### src/rtl/idct8_serial.sv
// idct8_serial: serial 8-point IDCT, one multiply-accumulate per cycle, one sample per output handshake
// Ports: clk, rst (synchronous, active-high)
//        coef0..coef7, in_valid, in_ready     : accept one block of DCT coefficients X[0..7]
//        sample_out, sample_idx, out_valid, out_ready : emit x[0..7] in order, held until accepted
module idct8_serial #(
    parameter int IN_W  = 19,
    parameter int OUT_W = 8,
    parameter int FRAC  = 14
) (
    input  logic                    clk,
    input  logic                    rst,
    input  logic signed [IN_W-1:0]  coef0,
    input  logic signed [IN_W-1:0]  coef1,
    input  logic signed [IN_W-1:0]  coef2,
    input  logic signed [IN_W-1:0]  coef3,
    input  logic signed [IN_W-1:0]  coef4,
    input  logic signed [IN_W-1:0]  coef5,
    input  logic signed [IN_W-1:0]  coef6,
    input  logic signed [IN_W-1:0]  coef7,
    input  logic                    in_valid,
    output logic                    in_ready,
    output logic signed [OUT_W-1:0] sample_out,
    output logic [2:0]              sample_idx,
    output logic                    out_valid,
    input  logic                    out_ready
);
    localparam int ACC_W = IN_W + 19;
    localparam logic signed [ACC_W-1:0] HALF = ACC_W'(1) <<< (FRAC - 1);
    localparam logic signed [ACC_W-1:0] SMAX = ACC_W'((1 <<< (OUT_W - 1)) - 1);
    localparam logic signed [ACC_W-1:0] SMIN = ~SMAX;
    // 2^FRAC * 1/2 * cos(m*pi/16) for m = 0..8, quantised at FRAC = 14
    localparam logic signed [15:0] COS [9] = '{16'sd8192, 16'sd8035, 16'sd7568, 16'sd6811,
                                               16'sd5793, 16'sd4551, 16'sd3135, 16'sd1598, 16'sd0};
    localparam logic signed [15:0] DC = 16'sd5793;
    typedef enum logic [1:0] {IDLE, CALC, OUT} state_t;
    state_t r_state, w_next;
    logic signed [IN_W-1:0]  r_coef [8];
    logic [2:0]              r_n, r_k;
    logic signed [ACC_W-1:0] r_acc, w_acc_next, w_rnd, w_clip;
    logic signed [15:0]      w_c;
    // The angle (2n+1)k*pi/16 is reduced mod 2*pi, folded onto [0, pi] and then
    // onto [0, pi/2] with a sign flip, so only nine magnitudes are stored.
    function automatic logic signed [15:0] cos_c(input logic [2:0] k, input logic [2:0] n);
        logic [6:0] p;
        logic [4:0] m, f;
        p = 7'({n, 1'b1}) * 7'(k);
        m = p[4:0];
        f = m > 5'd16 ? 5'd0 - m : m;
        return k == 3'd0 ? DC : f > 5'd8 ? -COS[4'(5'd16 - f)] : COS[4'(f)];
    endfunction
    assign w_c       = cos_c(r_k, r_n);
    assign in_ready  = r_state == IDLE;
    assign out_valid = r_state == OUT;
    always_comb begin
        w_acc_next = r_acc + ACC_W'(r_coef[r_k]) * ACC_W'(w_c);
        w_rnd      = (w_acc_next + HALF) >>> FRAC;
        w_clip     = w_rnd > SMAX ? SMAX : w_rnd < SMIN ? SMIN : w_rnd;
        w_next     = r_state == IDLE ? (in_valid ? CALC : IDLE) :
                     r_state == CALC ? (r_k == 3'd7 ? OUT : CALC) :
                     out_ready       ? (r_n == 3'd7 ? IDLE : CALC) : OUT;
    end
    always_ff @(posedge clk) begin
        if (rst) r_state <= IDLE;
        else     r_state <= w_next;
    end
    always_ff @(posedge clk) begin
        if (rst) begin
            r_acc      <= '0;
            r_n        <= '0;
            r_k        <= '0;
            sample_out <= '0;
            sample_idx <= '0;
        end else if (r_state == IDLE) begin
            if (in_valid) begin
                r_coef <= '{coef0, coef1, coef2, coef3, coef4, coef5, coef6, coef7};
                r_acc  <= '0;
                r_n    <= '0;
                r_k    <= '0;
            end
        end else if (r_state == CALC) begin
            r_acc <= w_acc_next;
            r_k   <= r_k + 3'd1;
            if (r_k == 3'd7) begin
                sample_out <= w_clip[OUT_W-1:0];
                sample_idx <= r_n;
            end
        end else if (out_ready) begin
            r_acc <= '0;
            r_k   <= '0;
            r_n   <= r_n + 3'd1;
        end
    end
endmodule

### config.mk
export PLATFORM = sky130hd
export DESIGN_NAME = idct8_serial
export DESIGN_NICKNAME = d
export VERILOG_FILES = /design/src/rtl/idct8_serial.sv
export SDC_FILE = /design/constraint.sdc
export NUM_CORES = 1
export LEC_CHECK = 0
export CAP_MARGIN = 20
export CORE_ASPECT_RATIO = 0.7
export CORE_MARGIN = 8
export CORE_UTILIZATION = 35
export DETAILED_ROUTE_END_ITERATION = 7
export HOLD_SLACK_MARGIN = 0.02
export PLACE_DENSITY = 0.6
export SYNTH_ARGS = -nofsm -noshare
export SYNTH_HDL_FRONTEND = slang
export SYNTH_SLANG_ARGS = --single-unit
export TNS_END_PERCENT = 100
### constraint.sdc
create_clock -name clk -period 40.4 [get_ports clk]
set_input_delay 10.1 -clock clk [delete_from_list [all_inputs] [get_ports clk]]
set_output_delay 10.1 -clock clk [all_outputs]
set_load 0.005 [all_outputs]
==> results of run 1 <==
==> worst max-delay path, delay by kind of cell (launching register included) <==
family          cells  cell delay [ns]
compound gates     13             3.93
flops               1             0.31
buf+inv             8             1.05
fa+ha+maj          12             5.54
xor+xnor            4             1.22
simple gates       10             3.17
==> area by class of cell <==
cell class                 instances  area share [%]
multi-input combinational       1606            58.9
sequential                       209            21.5
timing repair buffer             187            6.89
inverter                         412            5.82
tap                              891            4.20
clock buffer                      27            2.22
clock inverter                    13           0.499
antenna                            1         0.00942
==> final timing paths <==
path         slack, ns  depth (start not counted)     startpoint            end
min               0.46                          2  sample_idx[0]  sample_idx[0]
min reg2reg       0.46                          2  sample_idx[0]  sample_idx[0]
max              24.96                         47         r_k[1]  sample_out[3]
max reg2reg      24.96                         47         r_k[1]  sample_out[3]
==> cell usage after synthesis, types with 6 or more instances <==
| cell type | number | area [µm²] |
|---|---|---|
| dfxtp_1 | 57 | 1140 |
| xor2_1 | 17 | 149 |
| mux4_2 | 38 | 856 |
| nand2_1 | 318 | 1190 |
| a211oi_1 | 11 | 82.6 |
| and2_1 | 38 | 238 |
| nor3_1 | 23 | 115 |
| edfxtp_1 | 152 | 4560 |
| mux2i_1 | 9 | 90.1 |
| o21ai_0 | 32 | 160 |
| clkbuf_1 | 77 | 289 |
| nor3b_1 | 8 | 60.1 |
| nor2_1 | 175 | 657 |
| a21oi_1 | 102 | 510 |
| ha_1 | 128 | 1600 |
| xnor2_1 | 36 | 315 |
| nor4_1 | 6 | 37.5 |
| nand3b_1 | 6 | 45.0 |
| nand3_1 | 65 | 325 |
| o211ai_1 | 8 | 60.1 |
| buf_1 | 15 | 56.3 |
| buf_2 | 13 | 65.1 |
| o21a_1 | 9 | 67.6 |
| nand2b_1 | 17 | 106 |
| a31oi_1 | 16 | 100 |
| a211oi_2 | 7 | 87.6 |
| o21ai_1 | 6 | 30.0 |
| a21o_1 | 23 | 173 |
| and3_1 | 13 | 81.3 |
| fa_1 | 358 | 7170 |
| and4_1 | 6 | 52.6 |
| inv_1 | 410 | 1540 |
| nand4_1 | 11 | 68.8 |
| a22oi_1 | 6 | 45.0 |
==> state kept, by name, indices dropped and copies added, names as in the netlist <==
| name | flops |
|---|---|
| r_k | 3 |
| r_state | 2 |
| r_acc | 38 |
| sample_idx | 3 |
| r_coef | 152 |
| sample_out | 8 |
| r_n | 3 |
==> cells by family (layout without fill, tap and decap cells) <==
| kind of cell | count (synthesis) | in the layout | share of synthesized area [%] |
|---|---|---|---|
| AOI/OAI and AO/OA | 292 | 292 | 8.72 |
| adders and majority gates | 486 | 486 | 37.7 |
| DFF | 209 | 209 | 24.5 |
| other | 0 | 1 | 0 |
| muxes | 49 | 49 | 4.16 |
| xor gates and xnor gates | 57 | 57 | 2.33 |
| buffers and inverters | 520 | 639 | 8.50 |
| and+or+nand+nor | 722 | 722 | 14.1 |
==> metrics by stage <==
stage / cells / worst slack, ns / utilization (%) / instance area (µm²) / hold WS, ns
after floorplan: 2335 / 22.69 / - / 23300 / 0.448
after global placement: 3304 / 25.58 / 39.1 / 25800 / 0.452
after detailed placement: 3304 / 25.22 / 39.1 / 25800 / 0.454
after CTS: 3344 / 25.16 / 40.2 / 26600 / 0.464
after global routing: 3345 / 24.04 / 40.2 / 26600 / 0.496
final: 3346 / 24.96 / 40.2 / 26600 / 0.460
==> per-layer routing <==
metal	up-vias	global-route usage [%]
li1	7800	-
met1	8966	24.9
met2	613	27.5
met3	67	5.40
met4	0	3.12
met5	-	0
==> impl_metrics.tcl, run 1 <==
set metrics [dict create \
    status "complete, no violations" \
    initial_core_util_pct 35.2 \
    first_iter_violations 1410 \
    postSynthRegisterBits 209 \
    m1WireLength_um 29500 \
    multi_input_area_um2 15600 \
    drc 0 \
    critPathMaxStageDelay_ns 0.87 \
    final_common_cell "inv_1" \
    clockBufferDepth 3 \
    met3RoutedLength_um 5950 \
    fin_skew_ns 0.0143 \
    max_slew_margin_pct 26.4 \
    rows 79 \
    cp_data_arrival_time_ns 15.82 \
    syn2layout_area_growth_pct 14.1 \
    ys_types 95 \
    seqCellArea_um2 5710 \
    cts_sinks 209 \
    syn_nets 2977 \
    core_um2 66100 \
    syn_area_um2 23300 \
    die_x_um 324 \
    synth_edf_count 152 \
    worst_ep_required_time_ns 40.78 \
    ant_nets 0 \
    avgSynthCellArea_um2 9.97 \
    cts_hold_buf 0 \
    routed.top_layer "met4" \
    root_buffer "clkbuf_16" \
    fillers 6437 \
    min_period_ns 15.44 \
    worstMarginPinSlew_ns 1.10 \
    async_flop_share_pct 0 \
    syn_inst 2335 \
    firstDrtPassIters 5 \
    ctsResizeCount 0 \
    cp_max_fo 45 \
    setup-violations-final 0 \
    drv_cap 0 \
    insertion_delay_ns 0.55 \
    worst_hold_path_type "reg2reg" \
    ys_warn_count 0 \
    grt_max_degree 84 \
    grt_pass1_vias 19000 \
    cp-end-kind "flop" \
    io_pins 169 \
    globalplace.congestion 0.952 \
    layout_common_cells "410 x inv_1, 358 x fa_1, 318 x nand2_1, 174 x nor2_1, 167 x clkdlybuf4s50_1" \
    drive_above_1_share_pct 5.91 \
    fin_crit_sh_pct 38.2 \
    cts_made_buffers 23 \
    cts_tree "built" \
    portBuffers 168 \
    route.met2.wl_um 29000 \
    slowest_stage "nor4_2" \
    routed_wl_um 65500 \
    ys.flop_type "edfxtp_1" \
    die_y_um 232 \
    fin_setup_tns_ns 0 \
    vias_per_cell 5.21 \
    grt_use_total_pct 17.8 \
    grt_overflow 0 \
    setup.worst_path.class "reg2reg" \
    clk_pin_slew_ns 0.06 \
    grt_pass1_wl_um 106000 \
    hpwl_um 53900 \
    startpoint_type "flop" \
    post_drt_wl_per_cell_um 19.6 \
    postCtsSetupBuffers 0 \
    hold_viol 0 \
    seq_area_frac_synth_pct 24.5 \
    slew_viol_final 0 \
    h-tree-depth 1 \
    antenna_found_initial 0 \
    rsz0062_at_grt "no" \
    die-area_um2 75200 \
    fmax_mhz 64.8 \
    nets 3081 \
    vias 17400 \
]
Power of run 1 is left out: the tool's default activity adds up to more than one toggle a clock period on the data nets, which glitch-free logic cannot reach.
==> run 2: changes to the inputs <==
==> constraint.sdc (replaced) <==
create_clock -name clk -period 15.9 [get_ports clk]
set_input_delay 3.975 -clock clk [delete_from_list [all_inputs] [get_ports clk]]
set_output_delay 3.975 -clock clk [all_outputs]
set_load 0.005 [all_outputs]
==> run 2 against run 1 <==
Net effect:
- register-to-register slack worse by 24 ns
- maximum frequency is 3.2% higher
- critical path depth shrank 1
- largest cell class unchanged
- non-clock buffer count increased by 3
- critical endpoint is now sample_out[1]
==> impl_metrics.tcl, run 2 (synthesis results as in run 1) <==
set metrics [dict create \
    die_y_um 232 \
    setup-violations-final 0 \
    grt_max_degree 80 \
    cts_made_buffers 22 \
    fin_skew_ns 0.0315 \
    cp_data_arrival_time_ns 15.43 \
    postCtsSetupBuffers 0 \
    slowest_stage "nor4_2" \
    rsz0062_at_grt "no" \
    layout_common_cells "410 x inv_1, 358 x fa_1, 318 x nand2_1, 174 x nor2_1, 167 x clkdlybuf4s50_1" \
    r2r-start "r_k[0]" \
    grt_pass1_vias 19100 \
    drc 0 \
    layout_top_registers "r_coef x152, r_acc x38, sample_out x8" \
    hold_viol 0 \
    hpwl_um 53700 \
    fin_crit_sh_pct 94.1 \
    rows 79 \
    root_buffer "clkbuf_16" \
    worst_hold_path_type "reg2reg" \
    firstDrtPassIters 6 \
    syn2layout_area_growth_pct 14.0 \
    cp_max_fo 19 \
    antenna_cells 0 \
    initial_core_util_pct 35.2 \
    cts_sinks 209 \
    worstMarginPinSlew_ns 1.04 \
    min_period_ns 14.97 \
    fmax_mhz 66.8 \
    grt_overflow 0 \
    portBuffers 168 \
    hold_start "sample_idx[2]" \
    die-area_um2 75200 \
    vias 17300 \
    vias_per_cell 5.15 \
    globalplace.congestion 0.927 \
    grt_pass1_wl_um 105000 \
    ctsResizeCount 0 \
    first_iter_violations 1244 \
    insertion_delay_ns 0.55 \
    regMostFlops "r_coef" \
    setup.worst_path.class "reg2reg" \
    startpoint_type "flop" \
    hold_end "sample_idx[2]" \
    ant_nets 0 \
    largest_reg_flops 152 \
    r2r.worst_path.cells 46 \
    clockBufferDepth 3 \
    fillers 6504 \
    routed_wl_um 65600 \
    reg2reg_slack_ns 0.93 \
    reg2reg_to "sample_out[1]" \
    drive_above_1_share_pct 5.90 \
    die_x_um 324 \
    drv_cap 0 \
    cp-end-kind "flop" \
    status "complete, no violations" \
    max_slew_margin_pct 30.5 \
    nets 3083 \
    core_um2 66100 \
    fin_setup_tns_ns 0 \
    whs_path_depth 2 \
    h-tree-depth 1 \
    critPathMaxStageDelay_ns 0.83 \
    io_pins 169 \
    grt_use_total_pct 17.8 \
    cts_tree "built" \
    final_common_cell "inv_1" \
    post_drt_wl_per_cell_um 19.6 \
    slew_viol_final 0 \
    cts_hold_buf 0 \
    antenna_found_initial 0 \
    clk_pin_slew_ns 0.06 \
    worst_ep_required_time_ns 16.37 \
]
==> run 2: how the worst max path moves through the flow <==
stage	startpoint	to	slack, ns	cells after the start
after global routing	r_k[0]	sample_out[3]	0.06	46
after detailed placement	r_k[0]	sample_out[4]	1.15	46
after CTS	r_k[0]	sample_out[1]	1.14	46
after floorplan	r_k[0]	sample_out[1]	1.43	58
final	r_k[0]	sample_out[1]	0.93	46
after global placement	r_k[0]	sample_out[6]	1.62	46
==> run 2: critical path, delay by kind of cell, from the launching register on <==
kind | cells | cell delay, ns
fa+ha+maj | 12 | 5.59
compound gates | 14 | 4.28
xor+xnor | 4 | 1.12
simple gates | 9 | 2.84
buf+inv | 7 | 0.53
flops | 1 | 0.48
==> run 2: layout make-up <==
type                       count  area [µm²]  share of cell area, %
sequential                   209        5710                   21.5
timing repair buffer         190        1850                   6.98
inverter                     412        1550                   5.83
clock buffer                  27         591                   2.22
tap                          891        1110                   4.20
multi-input combinational   1606       15600                   58.9
clock inverter                13         104                  0.391
==> run 2: per-layer routing <==
metal	track usage (%)	routed length, µm
met5	0	0
met4	3.66	1260
met3	4.40	5610
met2	28.3	29400
met1	24.6	29400
==> run 2: metrics by stage <==
step           hold slack, ns  instance area, µm²  util, %  setup slack (ns)  std cells
6_report                0.470               26500     40.1             0.934       3348
3_5_place_dp            0.454               25800     39.1              1.15       3307
5_1_grt                 0.491               26500     40.1            0.0631       3348
3_3_place_gp            0.456               25800     39.1              1.62       3307
2_1_floorplan           0.448               23300        -              1.43       2335
4_1_cts                 0.472               26500     40.1              1.14       3347
Power of run 2 is left out for the same reason.
